`config.mk`:
```
export PLATFORM = sky130hd
export DESIGN_NAME = vga_reg_writer
export DESIGN_NICKNAME = d
export VERILOG_FILES = /design/src/rtl/vga_pkg.sv /design/src/rtl/reg_cmd_fifo.sv /design/src/rtl/vga_reg_writer.sv
export SDC_FILE = /design/constraint.sdc
export NUM_CORES = 1
export LEC_CHECK = 0
export CAP_MARGIN = 20
export CORE_ASPECT_RATIO = 1.4
export CORE_MARGIN = 4
export CORE_UTILIZATION = 45
export CTS_CLUSTER_SIZE = 30
export DETAILED_ROUTE_END_ITERATION = 10
export REMOVE_ABC_BUFFERS = 1
export SETUP_SLACK_MARGIN = 0.2
export SYNTH_ARGS = -nofsm -noshare
export SYNTH_HDL_FRONTEND = slang
export SYNTH_HIERARCHICAL = 1
export SYNTH_SLANG_ARGS = --single-unit
```
`constraint.sdc`:
```
create_clock -name clk -period 6.2 [get_ports clk]
set_input_delay 1.86 -clock clk [delete_from_list [all_inputs] [get_ports clk]]
set_output_delay 1.86 -clock clk [all_outputs]
set_load 0.02 [all_outputs]
```
`src/rtl/vga_pkg.sv`:
```
// Shared types and constants for the VGA register-write path.
package vga_pkg;

  localparam int unsigned VACTIVE = 480;
  localparam int unsigned REG_W   = 8;
  localparam int unsigned REG_AW  = 3;

  typedef enum logic {
    IDLE,
    WRITE
  } wr_state_t;

  typedef struct packed {
    logic [REG_AW-1:0] addr;
    logic [REG_W-1:0]  data;
    logic              last;
  } reg_cmd_t;

endpackage

```
`src/rtl/reg_cmd_fifo.sv`:
```
// Synchronous FIFO of register commands; head entry is visible combinationally.
module reg_cmd_fifo
  import vga_pkg::*;
#(
  parameter  int unsigned DEPTH = 8,
  localparam int unsigned PW    = $clog2(DEPTH),
  localparam int unsigned CW    = PW + 1
) (
  input  logic          i_clk,
  input  logic          i_reset,
  input  logic          i_push,
  input  reg_cmd_t      i_cmd,
  input  logic          i_pop,
  output reg_cmd_t      o_head,
  output logic [CW-1:0] o_count
);

  reg_cmd_t        r_mem [DEPTH];
  logic [PW-1:0]   r_wptr;
  logic [PW-1:0]   r_rptr;
  logic [CW-1:0]   r_count;
  logic            w_push_ok;
  logic            w_pop_ok;

  assign w_push_ok = i_push && (r_count != CW'(DEPTH));
  assign w_pop_ok  = i_pop && (r_count != '0);
  assign o_head    = r_mem[r_rptr];
  assign o_count   = r_count;

  always_ff @(posedge i_clk) begin
    if (w_push_ok) begin
      r_mem[r_wptr] <= i_cmd;
    end
  end

  // Pointers are PW bits wide, so they wrap modulo DEPTH on their own.
  always_ff @(posedge i_clk) begin
    if (i_reset) begin
      r_wptr  <= '0;
      r_rptr  <= '0;
      r_count <= '0;
    end else begin
      if (w_push_ok) begin
        r_wptr <= r_wptr + PW'(1);
      end
      if (w_pop_ok) begin
        r_rptr <= r_rptr + PW'(1);
      end
      case ({w_push_ok, w_pop_ok})
        2'b10:   r_count <= r_count + CW'(1);
        2'b01:   r_count <= r_count - CW'(1);
        default: r_count <= r_count;
      endcase
    end
  end

endmodule

```
`src/rtl/vga_reg_writer.sv`:
```
// Avalon-MM register writer: issues queued batches as back-to-back writes.
// Optional vblank gating via `define VGA_REG_WRITER_VBLANK_GATE_EN.
module vga_reg_writer
  import vga_pkg::*;
#(
  parameter  int unsigned DEPTH  = 8,
  parameter  int unsigned ADDR_W = 3,
  parameter  int unsigned DATA_W = 8,
  localparam int unsigned CW     = $clog2(DEPTH) + 1
) (
  input  logic              clk,
  input  logic              reset,
  input  logic              in_valid,
  output logic              in_ready,
  input  logic [ADDR_W-1:0] in_addr,
  input  logic [DATA_W-1:0] in_data,
  input  logic              in_last,
  input  logic              vblank,
  output logic              chipselect,
  output logic              write,
  output logic [ADDR_W-1:0] address,
  output logic [DATA_W-1:0] writedata,
  output logic              batch_done,
  output logic              batch_err,
  output logic [CW-1:0]     fifo_count
);

  wr_state_t         r_state;
  logic [CW-1:0]     r_nbatch;
  logic              r_forced;
  logic              r_fin;
  logic              r_write;
  logic [ADDR_W-1:0] r_address;
  logic [DATA_W-1:0] r_writedata;
  logic              r_batch_done;
  logic              r_batch_err;

  logic              w_gate;
  logic              w_push;
  logic              w_pop;
  logic              w_full;
  logic              w_empty;
  logic              w_start_norm;
  logic              w_start_force;
  logic              w_forced_now;
  logic              w_fin;
  reg_cmd_t          w_cmd;
  reg_cmd_t          w_head;

`ifdef VGA_REG_WRITER_VBLANK_GATE_EN
  assign w_gate = vblank;
`else
  logic w_unused_vblank;
  assign w_unused_vblank = vblank;
  assign w_gate          = 1'b1;
`endif

  assign in_ready   = fifo_count < CW'(DEPTH);
  assign w_push     = in_valid && in_ready;
  assign w_full     = fifo_count == CW'(DEPTH);
  assign w_empty    = fifo_count == '0;
  assign w_cmd.addr = REG_AW'(in_addr);
  assign w_cmd.data = REG_W'(in_data);
  assign w_cmd.last = in_last;

  reg_cmd_fifo #(.DEPTH(DEPTH)) u_fifo (
    .i_clk   (clk),
    .i_reset (reset),
    .i_push  (w_push),
    .i_cmd   (w_cmd),
    .i_pop   (w_pop),
    .o_head  (w_head),
    .o_count (fifo_count)
  );

  assign w_start_norm  = (r_nbatch != '0) && w_gate;
  assign w_start_force = w_full && (r_nbatch == '0) && w_gate;

  // The first entry is popped in the IDLE cycle that starts a batch; WRITE
  // then pops until the final entry has gone, and spends one more cycle
  // presenting it, which yields the mandatory idle gap between batches.
  always_comb begin
    w_pop        = 1'b0;
    w_forced_now = r_forced;
    case (r_state)
      IDLE: begin
        w_pop        = w_start_norm || w_start_force;
        w_forced_now = w_start_force && !w_start_norm;
      end
      WRITE: begin
        w_pop = !r_fin && !w_empty;
      end
      default: begin
        w_pop = 1'b0;
      end
    endcase
  end

  assign w_fin = w_pop && (w_head.last ||
                 (w_forced_now && (fifo_count == CW'(1)) && !w_push));

  always_ff @(posedge clk) begin
    if (reset) begin
      r_state      <= IDLE;
      r_nbatch     <= '0;
      r_forced     <= 1'b0;
      r_fin        <= 1'b0;
      r_write      <= 1'b0;
      r_address    <= '0;
      r_writedata  <= '0;
      r_batch_done <= 1'b0;
      r_batch_err  <= 1'b0;
    end else begin
      if ((w_push && in_last) && !(w_pop && w_head.last)) begin
        r_nbatch <= r_nbatch + CW'(1);
      end else if (!(w_push && in_last) && (w_pop && w_head.last)) begin
        r_nbatch <= r_nbatch - CW'(1);
      end

      r_write      <= w_pop;
      r_batch_done <= w_pop && w_head.last;
      r_fin        <= w_fin;
      if (w_pop) begin
        r_address   <= ADDR_W'(w_head.addr);
        r_writedata <= DATA_W'(w_head.data);
      end

      case (r_state)
        IDLE: begin
          if (w_pop) begin
            r_state  <= WRITE;
            r_forced <= w_forced_now;
            if (w_forced_now) begin
              r_batch_err <= 1'b1;
            end
          end
        end
        WRITE: begin
          if (!w_pop) begin
            r_state  <= IDLE;
            r_forced <= 1'b0;
          end
        end
        default: begin
          r_state <= IDLE;
        end
      endcase
    end
  end

  assign write      = r_write;
  assign chipselect = r_write;
  assign address    = r_address;
  assign writedata  = r_writedata;
  assign batch_done = r_batch_done;
  assign batch_err  = r_batch_err;

endmodule

```
Word level (Yosys, flattened, before mapping) --
Memory sizes are Yosys's and may differ from the RTL's. A register that Yosys moved wholly into a read port is not among the register bits. Index checks and enable logic that the tools add are counted.
Word-level totals: flip-flop bits (word level) 31, bits in writable memories 96, bits of input ports 16, output and inout bits 20, logic and storage cells 70, memories 1
Memories:
- u_fifo.r_mem | depth 8, width 12, read ports 1, clocked after memory_dff 1, wr ports 1, RTL line reg_cmd_fifo.sv:18 | reg_cmd_t r_mem [DEPTH];
Operators by class: add/subtract/negate cells 6, $lt $le $gt $ge 1, eq/ne operators 7, multiplexer cells 13, bitwise operators 1, reductions and logical operators 29
Operators with widths (number):
- $logic_and 1x1->1 | 13
- $add 4x1->4 const B | 2
- $logic_not 4->1 | 2
- $mux 4 | 2
- $pmux 4 s2 | 1
- $reduce_bool 4->1 | 2
- $sub 4x1->4 const B | 2
- $add 3x1->3 const B | 2
- $logic_not 1->1 | 6
- $mux 1 | 6
- $mux 3 | 2
- $eq 4x1->1 const B | 1
- $eq 4x4->1 const B | 1
- $lt 4x4->1 const B | 1
- $ne 4x4->1 const B | 1
- $pmux 1 s2 | 2
- $reduce_bool 2->1 | 2
- $reduce_and 3->1 | 1
- $eq 2x1->1 const B | 1
- $eq 2x2->1 const B | 1
- $logic_or 1x1->1 | 2
- $ne 2x1->1 const B | 1
- $ne 2x2->1 const B | 1
- $reduce_and 2->1 | 1
- $not 1->1 | 1

Longest topological paths before layout --
word-level depth 8, mapped depth 12, gate-level depth less buffers 12

Cells and area by module --
Netlist, hierarchy kept.
By module, submodules not included:
- reg_cmd_fifo | times used 1, cells each 210, area an instance 4350.4 um^2, seq. area each 3143.0 um^2
- vga_reg_writer | times used 1, cells each 108, area an instance 939.7 um^2, seq. area each 400.4 um^2

Least setup slack after synthesis --
No wires, ideal clock.
path kind in2reg, from input in_valid, to memory u_fifo/r_mem[0][0] (netlist name) (enable), library setup time 0.412 ns, data arrival time 3.465 ns, data required time 5.788 ns, setup slack 2.322 ns, cell stages on the path 3, buffers on the path 0, cell sequence nor2b_1 > o21ai_4 > nor4_1
Between the ends: cells in the longest elaborated chain, start to end 4
Ends and longest elaborated chain:
- from (decl) | RTL line vga_reg_writer.sv:13 | input logic in_valid,
- $logic_and 1x1->1 | RTL line vga_reg_writer.sv:59 | assign w_push = in_valid && in_ready;
- $logic_and 1x1->1 | RTL line reg_cmd_fifo.sv:25 | assign w_push_ok = i_push && (r_count != CW'(DEPTH));
- $mux 1 | RTL line reg_cmd_fifo.sv:31 | if (w_push_ok) begin
- $mux 1 (not written as such) | RTL line reg_cmd_fifo.sv:32 | r_mem[r_wptr] <= i_cmd;
- to (decl) | RTL line reg_cmd_fifo.sv:18
Every way passes these cells.

Worst setup path after layout --
from input in_valid, to register r_nbatch[3]
Between the ends: cells in the longest elaborated chain, start to end 5
Ends and longest elaborated chain:
- $logic_and 1x1->1 (*) | RTL line vga_reg_writer.sv:59
- via w_push | RTL line vga_reg_writer.sv:39 | logic w_push;
- $logic_and 1x1->1 (*) | RTL line vga_reg_writer.sv:114, vga_reg_writer.sv:116
- $logic_not 1->1 | RTL line vga_reg_writer.sv:116 | end else if (!(w_push && in_last) && (w_pop && w_head.last)) begin
- $logic_and 1x1->1 | RTL line vga_reg_writer.sv:116
- $reduce_bool 2->1 (no line)
- to (signal assigned) | RTL line vga_reg_writer.sv:115 | r_nbatch <= r_nbatch + CW'(1);
- to (signal assigned) | RTL line vga_reg_writer.sv:117 | r_nbatch <= r_nbatch - CW'(1);
- to (decl) | RTL line vga_reg_writer.sv:29 | logic [CW-1:0] r_nbatch;
The timed path passes the listed nets; every way through them passes the cells marked *. A chain may end at the register's enable or synchronous reset.

==> key figures <==
Critical path
  • Crit end category: flip-flop
  • CP peak stage delay: 0.48 ns
  • Crit path cell chain: clkdlybuf4s50_1 -> nor2b_1 -> and2_1 -> ha_1 -> inv_1 -> ha_1 -> a21oi_1 -> a211oi_1 -> a31oi_1 -> mux2_2
  • WS Path Type: in -> reg
  • Nature of the critical path startpoint: primary input
  • CP max stage cell: clkdlybuf4s50_1
  • Req. time, crit path: 6.49 ns
  • Critical path's most frequent cell: ha_1
  • Crit path max-delay family: buffers and inverters
  • Buf/Inv on CP: 2
  • Worst path arrival time: 4.23 ns
  • Worst-path fanout max: 4

Final layout
  • Fin area: between 6000 and 7000 µm²
  • Synthesis-to-layout area growth: 20.67%
  • Post-Layout Cell Count: about 520
  • Layout cells sized above 1: 0.1711
  • Antenna Cells: 0
  • Share of the core filled with cells: 0.5602
  • Final layout net count: 392
  • Fillers: roughly 910

STA
  • RSZ-0062 raised after global routing: no
  • Skew final: 0.006122 ns
  • Final hold slack: around 0.45 ns
  • Final Slew Violations: 0
  • Normalized max-slew margin: 0.3859
  • Setup_tns: 0 ns
  • Fmax: around 0.25 GHz
  • Min Clock Period, post-route: around 3.9 ns
  • Hold Fails Final Rpt: 0
  • Setup violators final: 0
  • Final Cycle Share: 0.6355
  • Measured slew at the worst slew-check pin: 0.9194 ns
  • Setup ws final: approximately 2.3 ns

Synthesis
  • Seq/Total Area, Yosys: 0.6698
  • Cells after synthesis: between 300 and 400
  • Average cell area after synthesis: about 17 µm²
  • Ys flop type: edfxtp_1
  • EDFF count, synth: 96
  • Cell area after synthesis: ~5300 µm²
  • Warnings, synthesis: 6
  • Post-synthesis cell type count: 43
  • Async set or reset register ratio after synthesis: 0
  • #FFs+latches synth: approximately 130

Placed design
  • Place WS: between 1.5 and 2 ns
  • Placed cell area: around 5800 µm²
  • PortBufs: 34
  • Routability cong.: 0.7579
  • DPL Wire Length: 5.818 mm
  • DP Cell Count: between 400 and 500

Drt
  • Vias post-DR: around 2,800
  • Wirelength per Cell: around 18 µm
  • DRC errors left: 0
  • Pre-antenna DRT Iters: 4
  • Final WL: 9.609 mm
  • Via density: about 5.4
  • Detail Route Antenna Nets: 0
  • Drt first-iter violations: 124

Clock network
  • Post-CTS Hold Buffers: 0
  • Root cell of the clock tree: clkbuf_16
  • Post-CTS Resized: 0
  • Clock sinks: approximately 130
  • Max Buffers Root-to-Sink: 2
  • H-Tree Depth: 4
  • Worst-path clk slew: about 0.060 ns
  • Clock Latency Late Sink: 0.40 ns
  • CTS tree: yes
  • CTS Buf Count: 17
  • Postcts setup bufs: 0

Floorplan
  • CORE AREA: roughly 11,000 µm²
  • Die H: about 140 µm
  • Row cnt: 46
  • Die Wd: 99.64 µm
  • Die footprint: 13,580 µm²
  • Top Ports: 36
  • Initial Util: 0.4642

Global route
  • Tot GR Track Use: 0.1546
  • Vias in the first global route: about 2,900
  • First-pass GRT wire length: between 15 and 20 mm
  • Number of antenna violations at the first check in global routing: 0
  • Total gr overflow: 0
  • Pin count of the biggest net entering global routing: 34

Power
  • Worst vdd ir: just under 0.2 mV
  • Cell-internal power: roughly 2 mW
  • Seq pwr share: 0.395
  • Switch Pwr: 0.8204 mW
  • LEAKAGE: 2.188 nW
  • Switching part of the total: 0.2933
  • Clk pwr share: 0.336
  • Power per Cell Area: approximately 440 nW/µm²
  • Logic pwr share: 0.268
  • Total power: 2.797 mW

Run
  • Max cap viols: 0

Hold path
  • Min-delay worst type: reg -> reg

Run status
  • Status: completed
==> layout make-up <==
class | instances | area [µm²] | share of cell area
sequential | 129 | 3543 | 0.5551
multi-input combinational | 167 | 1639 | 0.2568
timing repair buffer | 46 | 430.4 | 0.06742
clock buffer | 18 | 429.2 | 0.06723
tap | 144 | 180.2 | 0.02822
clock inverter | 14 | 138.9 | 0.02176
inverter | 6 | 22.52 | 0.003528
==> sequential cells by signal, summed over array words and instances (netlist names), named ones only <==
signal          cells
u_fifo/r_mem       96
r_state             1
batch_err           1
writedata           8
r_nbatch            4
u_fifo/r_wptr       3
r_forced            1
r_fin               1
batch_done          1
u_fifo/r_rptr       3
address             3
u_fifo/o_count      4
==> layer usage <==
layer / track usage / share of wire
met1: 0.1882 / 0.42
met2: 0.2575 / 0.52
met3: 0.03850 / 0.049
met4: 0.07365 / 0.012
met5: 0 / 0
==> worst paths after layout <==
| kind | from | end | slack [ns] | cells after the start |
|---|---|---|---|---|
| worst max-delay path | in_valid | r_nbatch[3] | 2.26 | 10 |
| worst min register to register | batch_err | batch_err | 0.45 | 2 |
| worst min-delay path | batch_err | batch_err | 0.45 | 2 |
| worst max register to register | u_fifo/o_count[0] | u_fifo/o_count[2] | 2.89 | 12 |
==> power groups by stage <==
stage                     sequential, mW  combinational [mW]  clock [mW]
after floorplan                     1.18               0.447           0
after global placement              1.12               0.744           0
after detailed placement            1.12               0.756           0
after CTS                           1.11               0.763       0.960
after global routing                1.12               0.823        1.00
final                               1.11               0.750       0.941
==> cell usage after synthesis (all sizes together) (2+ instances only) <==
library cell | instances | area (µm²)
dfxtp | 33 | 660.6
edfxtp | 96 | 2883
buf | 9 | 85.08
xnor2 | 3 | 26.28
nor2b | 2 | 12.51
inv | 6 | 22.52
or3 | 2 | 12.51
o21ai | 15 | 90.09
mux4 | 24 | 626.9
nor2 | 22 | 82.58
clkbuf | 7 | 26.28
nor3b | 3 | 22.52
nand2 | 4 | 15.01
xor2 | 6 | 52.55
nor3 | 6 | 30.03
nand2b | 3 | 18.77
a211oi | 2 | 20.02
nand3 | 13 | 65.06
ha | 8 | 100.1
mux2i | 4 | 40.04
a211o | 2 | 17.52
nor4 | 3 | 18.77
mux2 | 14 | 157.7
a21oi | 20 | 103.9
==> cell usage in the layout (no fill, tap or decap), drive strengths merged, types with 2 or more instances in the layout <==
master         instances
edfxtp                96
clkdlybuf4s50         34
dfxtp                 33
mux4                  24
nor2                  22
a21oi                 20
clkbuf                18
o21ai                 15
mux2                  14
nand3                 13
buf                   12
inv                    9
ha                     8
clkinv                 7
xor2                   6
nor3                   6
nand2                  4
mux2i                  4
nor3b                  3
xnor2                  3
nand2b                 3
nor4                   3
a211o                  2
nor2b                  2
clkinvlp               2
bufinv                 2
or3                    2
a211oi                 2
==> worst min-delay path: stages, from the launching register on <==
cell	delay [ns]
dfxtp_1	0.31
inv_1	0.05
a21oi_1	0.05
==> cell families (layout without fill, tap and decap cells) <==
family,after synthesis,in the layout,synth area share
muxes,42,42,0.1559
xor gates and xnor gates,9,9,0.01490
buffers and inverters,22,84,0.02531
AOI/OAI and AO/OA,43,43,0.04991
and+or+nand+nor,64,64,0.06150
adders and majority gates,9,9,0.02271
DFF,129,129,0.6698
(Power assumes the default switching activity.)
